`config.mk`:
```
export PLATFORM = sky130hd
export DESIGN_NAME = sram_arbiter_flat
export DESIGN_NICKNAME = d
export VERILOG_FILES = /design/src/rtl/sram_arbiter_if.sv /design/src/rtl/sram_arbiter.sv /design/src/flat_wrapper.sv
export SDC_FILE = /design/constraint.sdc
export NUM_CORES = 1
export LEC_CHECK = 0
export CAP_MARGIN = 10
export CORE_MARGIN = 1.5
export CORE_UTILIZATION = 41
export DETAILED_ROUTE_END_ITERATION = 7
export GPL_TIMING_DRIVEN = 0
export PLACE_DENSITY = 0.8
export SLEW_MARGIN = 20
export SYNTH_ARGS = -nofsm -noshare
export SYNTH_HDL_FRONTEND = slang
export SYNTH_SLANG_ARGS = --single-unit
```
`constraint.sdc`:
```
create_clock -name Clk -period 2.54 [get_ports Clk]
set_input_delay 0.508 -clock Clk [delete_from_list [all_inputs] [get_ports Clk]]
set_output_delay 0.508 -clock Clk [all_outputs]
set_load 0.01 [all_outputs]
```
`src/rtl/sram_arbiter_if.sv`:
```
// Bundle of requester handshakes and SRAM strobes/buses for sram_arbiter.
// slave  : the arbiter's view (requests and SRAM read data in; everything else out)
// master : the environment's view (CPU, loader and the SRAM tristate side)
interface sram_arbiter_if;
  logic        cpu_req;
  logic        cpu_we;
  logic [15:0] cpu_addr;
  logic [15:0] cpu_wdata;
  logic [15:0] cpu_rdata;
  logic        cpu_ack;

  logic        ldr_req;
  logic        ldr_we;
  logic [15:0] ldr_addr;
  logic [15:0] ldr_wdata;
  logic [15:0] ldr_rdata;
  logic        ldr_ack;

  logic        Mem_CE;
  logic        Mem_UB;
  logic        Mem_LB;
  logic        Mem_OE;
  logic        Mem_WE;
  logic [19:0] ADDR;
  logic [15:0] Data_to_SRAM;
  logic [15:0] Data_from_SRAM;
  logic        busy;

  modport slave (
    input  cpu_req, cpu_we, cpu_addr, cpu_wdata,
    input  ldr_req, ldr_we, ldr_addr, ldr_wdata,
    input  Data_from_SRAM,
    output cpu_rdata, cpu_ack, ldr_rdata, ldr_ack,
    output Mem_CE, Mem_UB, Mem_LB, Mem_OE, Mem_WE,
    output ADDR, Data_to_SRAM, busy
  );

  modport master (
    output cpu_req, cpu_we, cpu_addr, cpu_wdata,
    output ldr_req, ldr_we, ldr_addr, ldr_wdata,
    output Data_from_SRAM,
    input  cpu_rdata, cpu_ack, ldr_rdata, ldr_ack,
    input  Mem_CE, Mem_UB, Mem_LB, Mem_OE, Mem_WE,
    input  ADDR, Data_to_SRAM, busy
  );
endinterface

```
`src/rtl/sram_arbiter.sv`:
```
// SRAM access sequencer shared by the CPU memory port and the program loader.
// Every access runs SETUP -> ACCESS (WAIT_CYCLES) -> DONE, with a one-cycle ack.
// Simultaneous requests are granted round-robin; the CPU wins the first tie.
//
// state  | meaning
// -------+-----------------------------------------------------------------
// IDLE   | chip deselected, ADDR/Data_to_SRAM hold last value, arbitrating
// SETUP  | CE/UB/LB low, ADDR (and write data) driven, OE/WE high
// ACCESS | OE (read) or WE (write) low for WAIT_CYCLES cycles, down-counter
// DONE   | OE/WE high, CE low, bus held for hold time, ack to the winner
module sram_arbiter #(
  parameter int WAIT_CYCLES = 2
) (
  input logic           Clk,
  input logic           Reset,
  sram_arbiter_if.slave bus
);

  typedef enum logic [1:0] {
    ST_IDLE   = 2'd0,
    ST_SETUP  = 2'd1,
    ST_ACCESS = 2'd2,
    ST_DONE   = 2'd3
  } state_t;

  // ACCESS timer counts down to zero, so it is loaded with one less than the width
  localparam logic [3:0] LP_CNT_LOAD = 4'(WAIT_CYCLES - 1);

  state_t      r_state;
  state_t      w_state_nxt;
  logic [3:0]  r_cnt;
  logic [3:0]  w_cnt_nxt;

  // r_gnt_cpu is both the owner of the current transfer and last_grant
  logic        r_gnt_cpu;
  logic        r_we;

  logic        w_grant;
  logic        w_win_cpu;
  logic        w_sel_we;
  logic [15:0] w_sel_addr;
  logic [15:0] w_sel_wdata;
  logic        w_capture;

  logic        r_ce;
  logic        r_oe_n;
  logic        r_we_n;
  logic [19:0] r_addr;
  logic [15:0] r_dout;
  logic        r_busy;
  logic        r_cpu_ack;
  logic        r_ldr_ack;
  logic [15:0] r_cpu_rdata;
  logic [15:0] r_ldr_rdata;

  // state register and ACCESS down-counter
  always_ff @(posedge Clk or negedge Reset) begin
    if (!Reset) begin
      r_state <= ST_IDLE;
      r_cnt   <= '0;
    end else begin
      r_state <= w_state_nxt;
      r_cnt   <= w_cnt_nxt;
    end
  end

  // next state, round-robin winner selection and timer control
  always_comb begin
    w_state_nxt = r_state;
    w_cnt_nxt   = r_cnt;
    w_grant     = 1'b0;
    w_capture   = 1'b0;
    // on a tie the CPU wins only if the loader had the previous grant
    w_win_cpu   = bus.cpu_req && (!bus.ldr_req || !r_gnt_cpu);
    w_sel_we    = w_win_cpu ? bus.cpu_we    : bus.ldr_we;
    w_sel_addr  = w_win_cpu ? bus.cpu_addr  : bus.ldr_addr;
    w_sel_wdata = w_win_cpu ? bus.cpu_wdata : bus.ldr_wdata;

    case (r_state)
      ST_IDLE: begin
        if (bus.cpu_req || bus.ldr_req) begin
          w_grant     = 1'b1;
          w_state_nxt = ST_SETUP;
        end
      end
      ST_SETUP: begin
        w_cnt_nxt   = LP_CNT_LOAD;
        w_state_nxt = ST_ACCESS;
      end
      ST_ACCESS: begin
        if (r_cnt == 4'd0) begin
          w_capture   = !r_we;
          w_state_nxt = ST_DONE;
        end else begin
          w_cnt_nxt = r_cnt - 4'd1;
        end
      end
      ST_DONE: begin
        w_state_nxt = ST_IDLE;
      end
      default: begin
        w_state_nxt = ST_IDLE;
      end
    endcase
  end

  // latch the winner's request fields at grant
  always_ff @(posedge Clk or negedge Reset) begin
    if (!Reset) begin
      r_gnt_cpu <= 1'b0;
      r_we      <= 1'b0;
    end else if (w_grant) begin
      r_gnt_cpu <= w_win_cpu;
      r_we      <= w_sel_we;
    end
  end

  // SRAM strobes, bus and busy are registered from the next state so they
  // change cleanly on the edge that enters each phase
  always_ff @(posedge Clk or negedge Reset) begin
    if (!Reset) begin
      r_ce   <= 1'b1;
      r_oe_n <= 1'b1;
      r_we_n <= 1'b1;
      r_addr <= '0;
      r_dout <= '0;
      r_busy <= 1'b0;
    end else begin
      r_ce   <= (w_state_nxt == ST_IDLE);
      r_oe_n <= !((w_state_nxt == ST_ACCESS) && !r_we);
      r_we_n <= !((w_state_nxt == ST_ACCESS) && r_we);
      r_busy <= (w_state_nxt != ST_IDLE);
      if (w_grant) begin
        r_addr <= {4'h0, w_sel_addr};
        if (w_sel_we) begin
          r_dout <= w_sel_wdata;
        end
      end
    end
  end

  // completion pulses and read-data capture for the granted requester
  always_ff @(posedge Clk or negedge Reset) begin
    if (!Reset) begin
      r_cpu_ack   <= 1'b0;
      r_ldr_ack   <= 1'b0;
      r_cpu_rdata <= '0;
      r_ldr_rdata <= '0;
    end else begin
      r_cpu_ack <= (w_state_nxt == ST_DONE) && r_gnt_cpu;
      r_ldr_ack <= (w_state_nxt == ST_DONE) && !r_gnt_cpu;
      if (w_capture && r_gnt_cpu) begin
        r_cpu_rdata <= bus.Data_from_SRAM;
      end
      if (w_capture && !r_gnt_cpu) begin
        r_ldr_rdata <= bus.Data_from_SRAM;
      end
    end
  end

  assign bus.Mem_CE       = r_ce;
  assign bus.Mem_UB       = r_ce;
  assign bus.Mem_LB       = r_ce;
  assign bus.Mem_OE       = r_oe_n;
  assign bus.Mem_WE       = r_we_n;
  assign bus.ADDR         = r_addr;
  assign bus.Data_to_SRAM = r_dout;
  assign bus.busy         = r_busy;
  assign bus.cpu_ack      = r_cpu_ack;
  assign bus.ldr_ack      = r_ldr_ack;
  assign bus.cpu_rdata    = r_cpu_rdata;
  assign bus.ldr_rdata    = r_ldr_rdata;

endmodule

```
`src/flat_wrapper.sv`:
```
// flat-port wrapper written by rule: the top's interface ports become plain ports
module sram_arbiter_flat 
#(
  parameter int WAIT_CYCLES = 2
)
  (Clk, Reset, bus_cpu_req, bus_cpu_we, bus_cpu_addr, bus_cpu_wdata, bus_ldr_req, bus_ldr_we, bus_ldr_addr, bus_ldr_wdata, bus_Data_from_SRAM, bus_cpu_rdata, bus_cpu_ack, bus_ldr_rdata, bus_ldr_ack, bus_Mem_CE, bus_Mem_UB, bus_Mem_LB, bus_Mem_OE, bus_Mem_WE, bus_ADDR, bus_Data_to_SRAM, bus_busy);
  sram_arbiter_if bus_i ();
  input logic Clk;
  input logic Reset;
  input wire logic [$bits(bus_i.cpu_req)-1:0] bus_cpu_req;
  input wire logic [$bits(bus_i.cpu_we)-1:0] bus_cpu_we;
  input wire logic [$bits(bus_i.cpu_addr)-1:0] bus_cpu_addr;
  input wire logic [$bits(bus_i.cpu_wdata)-1:0] bus_cpu_wdata;
  input wire logic [$bits(bus_i.ldr_req)-1:0] bus_ldr_req;
  input wire logic [$bits(bus_i.ldr_we)-1:0] bus_ldr_we;
  input wire logic [$bits(bus_i.ldr_addr)-1:0] bus_ldr_addr;
  input wire logic [$bits(bus_i.ldr_wdata)-1:0] bus_ldr_wdata;
  input wire logic [$bits(bus_i.Data_from_SRAM)-1:0] bus_Data_from_SRAM;
  output wire logic [$bits(bus_i.cpu_rdata)-1:0] bus_cpu_rdata;
  output wire logic [$bits(bus_i.cpu_ack)-1:0] bus_cpu_ack;
  output wire logic [$bits(bus_i.ldr_rdata)-1:0] bus_ldr_rdata;
  output wire logic [$bits(bus_i.ldr_ack)-1:0] bus_ldr_ack;
  output wire logic [$bits(bus_i.Mem_CE)-1:0] bus_Mem_CE;
  output wire logic [$bits(bus_i.Mem_UB)-1:0] bus_Mem_UB;
  output wire logic [$bits(bus_i.Mem_LB)-1:0] bus_Mem_LB;
  output wire logic [$bits(bus_i.Mem_OE)-1:0] bus_Mem_OE;
  output wire logic [$bits(bus_i.Mem_WE)-1:0] bus_Mem_WE;
  output wire logic [$bits(bus_i.ADDR)-1:0] bus_ADDR;
  output wire logic [$bits(bus_i.Data_to_SRAM)-1:0] bus_Data_to_SRAM;
  output wire logic [$bits(bus_i.busy)-1:0] bus_busy;
  assign bus_i.cpu_req = bus_cpu_req;
  assign bus_i.cpu_we = bus_cpu_we;
  assign bus_i.cpu_addr = bus_cpu_addr;
  assign bus_i.cpu_wdata = bus_cpu_wdata;
  assign bus_i.ldr_req = bus_ldr_req;
  assign bus_i.ldr_we = bus_ldr_we;
  assign bus_i.ldr_addr = bus_ldr_addr;
  assign bus_i.ldr_wdata = bus_ldr_wdata;
  assign bus_i.Data_from_SRAM = bus_Data_from_SRAM;
  assign bus_cpu_rdata = bus_i.cpu_rdata;
  assign bus_cpu_ack = bus_i.cpu_ack;
  assign bus_ldr_rdata = bus_i.ldr_rdata;
  assign bus_ldr_ack = bus_i.ldr_ack;
  assign bus_Mem_CE = bus_i.Mem_CE;
  assign bus_Mem_UB = bus_i.Mem_UB;
  assign bus_Mem_LB = bus_i.Mem_LB;
  assign bus_Mem_OE = bus_i.Mem_OE;
  assign bus_Mem_WE = bus_i.Mem_WE;
  assign bus_ADDR = bus_i.ADDR;
  assign bus_Data_to_SRAM = bus_i.Data_to_SRAM;
  assign bus_busy = bus_i.busy;
  sram_arbiter #(.WAIT_CYCLES(WAIT_CYCLES)) u_core (.Clk(Clk), .Reset(Reset), .bus(bus_i));
endmodule
```
==> metrics.cfg <==
[outcome]
status = finished clean

[clock_tree]
cts_sinks = 78
cts_buffers = 9
cts.path.max_buffers = 2
clock_latency_ps = 340
hold_buffers = 0
cts_tree = built
clock-root-buffer = clkbuf_8
cts_resized = 0
cts_setup_buffers = 0
htreeDepth = 3
clk_pin_slew_ps = 90

[layout]
n_fill_cell = 662
drive_above_1_share_pct = 24.14
final_net_count = 522
n_antenna_cell = 0
fin_area_mm2 = 0.005401
syn_to_final_growth_pct = 55.85
final_cells = 540

[die]
dieArea_mm2 = 0.009014
io_pins = 162
initial_core_util_pct = 42.18
rows = 33
core_area_mm2 = 0.008217
die-height_um = 94.94
die_x_um = 94.94

[sta]
min_period_over_period_pct = 88.78
hold_viol = 0
final_max_slew_viol_count = 0
finalSetupViolCount = 0
slew_headroom_pct = 52.35
worst_slew_pin_slew_ps = 714.7
min_period_ps = 2255
finalSetupTns_ps = 0
clock.fmax_ghz = 0.4435
finClkSkew_ps = 9.585
layout_setup_ws_ps = 285.1
rsz0062_at_grt = false

[yosys]
synth_area_mm2 = 0.003466
yosys_warnings = 0
yosysTopAreaCellShare_pct = 54.15
synth_area_leader_cell = dfrtp_1
avgSynthCellArea_um2 = 13.54
netlist_instances = 256
yosys-top-cells-area = dfrtp_1 54%, mux2_2 20%, mux2i_1 5.8%
synth_cell_type_count = 37
yosysSeqAreaShare_pct = 56.43
ys_ff_latch = 78

[power_and_ir_drop]
combinationalPowerShare_pct = 49.2
pwr-share-clk_pct = 14.1
cellLeakagePower_nw = 2.326
swShare_pct = 33.43
switching_power_w = 0.002024
powerDensity_mw_per_mm2 = 1121
share_seq_of_total_power_pct = 36.7
total_power_w = 0.006053
ir_drop_mv = 0.4571
internal_power_w = 0.004029

[routing]
routed-via-count = 2650
via_per_inst = 4.907
dr.pass1.iters = 4
totalWireLength_um = 8365
drtAntennaViolNets = 0
drt_iter0_drc = 28
wl_per_cell_um = 15.49
drc = 0

[worst_setup_path]
crit_chain = inv_1 -> ha_1 -> nand2_1 -> o32ai_2 -> buf_4 -> mux2_2
max_stage_delay_ps = 610
crit_type = reg2reg
cp_slowest_cell = o32ai_2
worst-path-buf-inv = 2
worstPathMaxFanout = 10
worstPathRequired_ps = 2780
cp.arrival_ps = 2490
startpoint_type = flop
cpLargestDelayFamily = compound AO/OA/AOI/OAI gates
end_kind = flop

[global_route]
grt_max_degree = 49
grt_antenna_before_repair = 0
grt_use_total_pct = 19.07
overflow = 0
grt_pass1_wl_um = 13080
grt_pass1_vias = 2762

[min_path]
min_path_type = in2async

[place]
portBuffers = 157
dp_hpwl_um = 6444
placed_area_mm2 = 0.005205
dp_cells = 522
place_ws_ps = -152.3
place.gp.congestion = 0.7062

[job]
max_cap_viol_count = 0

==> state kept, by name, indices dropped and copies added, names as in the netlist <==
register / cells
u_core.r_gnt_cpu: 1
u_core.bus.ADDR: 16
u_core.bus.Mem_WE: 1
u_core.bus.cpu_ack: 1
u_core.bus.Mem_CE: 1
u_core.bus.Data_to_SRAM: 16
u_core.bus.busy: 1
u_core.r_cnt: 4
u_core.bus.cpu_rdata: 16
u_core.bus.Mem_OE: 1
u_core.r_we: 1
u_core.r_state: 2
u_core.bus.ldr_ack: 1
u_core.bus.ldr_rdata: 16
==> cell type report <==
class / instances / area, um2 / area share [%]
timing repair buffer: 160 / 1612 / 29.84
tap: 105 / 131.4 / 2.432
clock buffer: 9 / 123.9 / 2.293
sequential: 78 / 1956 / 36.21
multi-input combinational: 156 / 1370 / 25.36
inverter: 6 / 22.52 / 0.4170
clock inverter: 7 / 57.56 / 1.066
buffer: 19 / 128.9 / 2.386
==> power by group through the flow <==
stage	Combinational (W)	Sequential, W	Clock [W]
floorplan	0.00117	0.00247	0
global placement	0.00292	0.00220	0
detailed placement	0.00301	0.00225	0
CTS	0.00302	0.00223	0.000884
global route	0.00324	0.00230	0.000934
finish	0.00298	0.00222	0.000853
==> per-stage QoR <==
step           utilization, %  hold slack [ps]
3_5_place_dp            63.35            466.0
5_1_grt                 65.74            99.30
4_1_cts                 65.55            85.77
6_report                65.74            85.43
2_1_floorplan               -            212.4
3_3_place_gp            63.04            460.6
==> final timing paths <==
check | from | end | slack (ps) | cells after the start
max | u_core.r_state[0] | u_core.bus.Data_to_SRAM[13] | 290 | 6
min | Reset | u_core.bus.ldr_rdata[3] | 90 | 1
max reg2reg | u_core.r_state[0] | u_core.bus.Data_to_SRAM[13] | 290 | 6
min reg2reg | u_core.bus.ADDR[4] | u_core.bus.ADDR[4] | 490 | 2
max in group asynchronous | Reset | u_core.bus.Mem_WE | 1830 | 2
min in group Clk | u_core.bus.ADDR[4] | u_core.bus.ADDR[4] | 490 | 2
==> Yosys cell counts (all sizes together) <==
cell / n
or3b: 2
nand3: 1
a221oi: 1
o21bai: 1
nand2: 20
a21oi: 1
inv: 6
and3: 1
and3b: 1
ha: 6
conb: 1
or4: 1
nand3b: 1
buf: 15
o31ai: 1
dfstp: 3
a21o: 1
nor3: 1
clkbuf: 4
a22o: 1
nand4bb: 1
dfrtp: 75
or2: 1
o2bb2ai: 2
mux2: 62
nor2: 3
o21ai: 19
a21bo: 1
mux2i: 20
nor2b: 1
nor4b: 1
o32ai: 1
==> cell usage in the layout, fill, tap and decap left out, types with 6 or more instances in the layout <==
cell / netlist / routed
clkdlybuf4s50_1: 0 / 156
clkbuf_8: 0 / 9
o21ai_0: 18 / 18
buf_4: 8 / 11
nand2_1: 20 / 20
ha_1: 6 / 6
mux2i_1: 20 / 20
inv_1: 6 / 6
dfrtp_1: 75 / 75
mux2_2: 61 / 61
==> per-layer routing <==
metal | track usage [%] | up-vias | wire length (um)
li1 | - | 1235 | -
met2 | 33.87 | 106 | 4390
met1 | 21.87 | 1301 | 3297
met5 | 0 | - | 0
met3 | 5.475 | 8 | 592
met4 | 6.343 | 0 | 85
==> cell families (layout without fill, tap and decap cells) <==
group	count (synthesis)	in the layout	share of synthesized area (%)
flops	78	78	56.43
simple gates	35	35	5.524
compound gates	29	29	5.488
other cells	1	4	0.1082
buf+inv	25	201	4.368
fa+ha+maj	6	6	2.166
mux	82	82	25.92
Power figures use the tool's default switching activity.
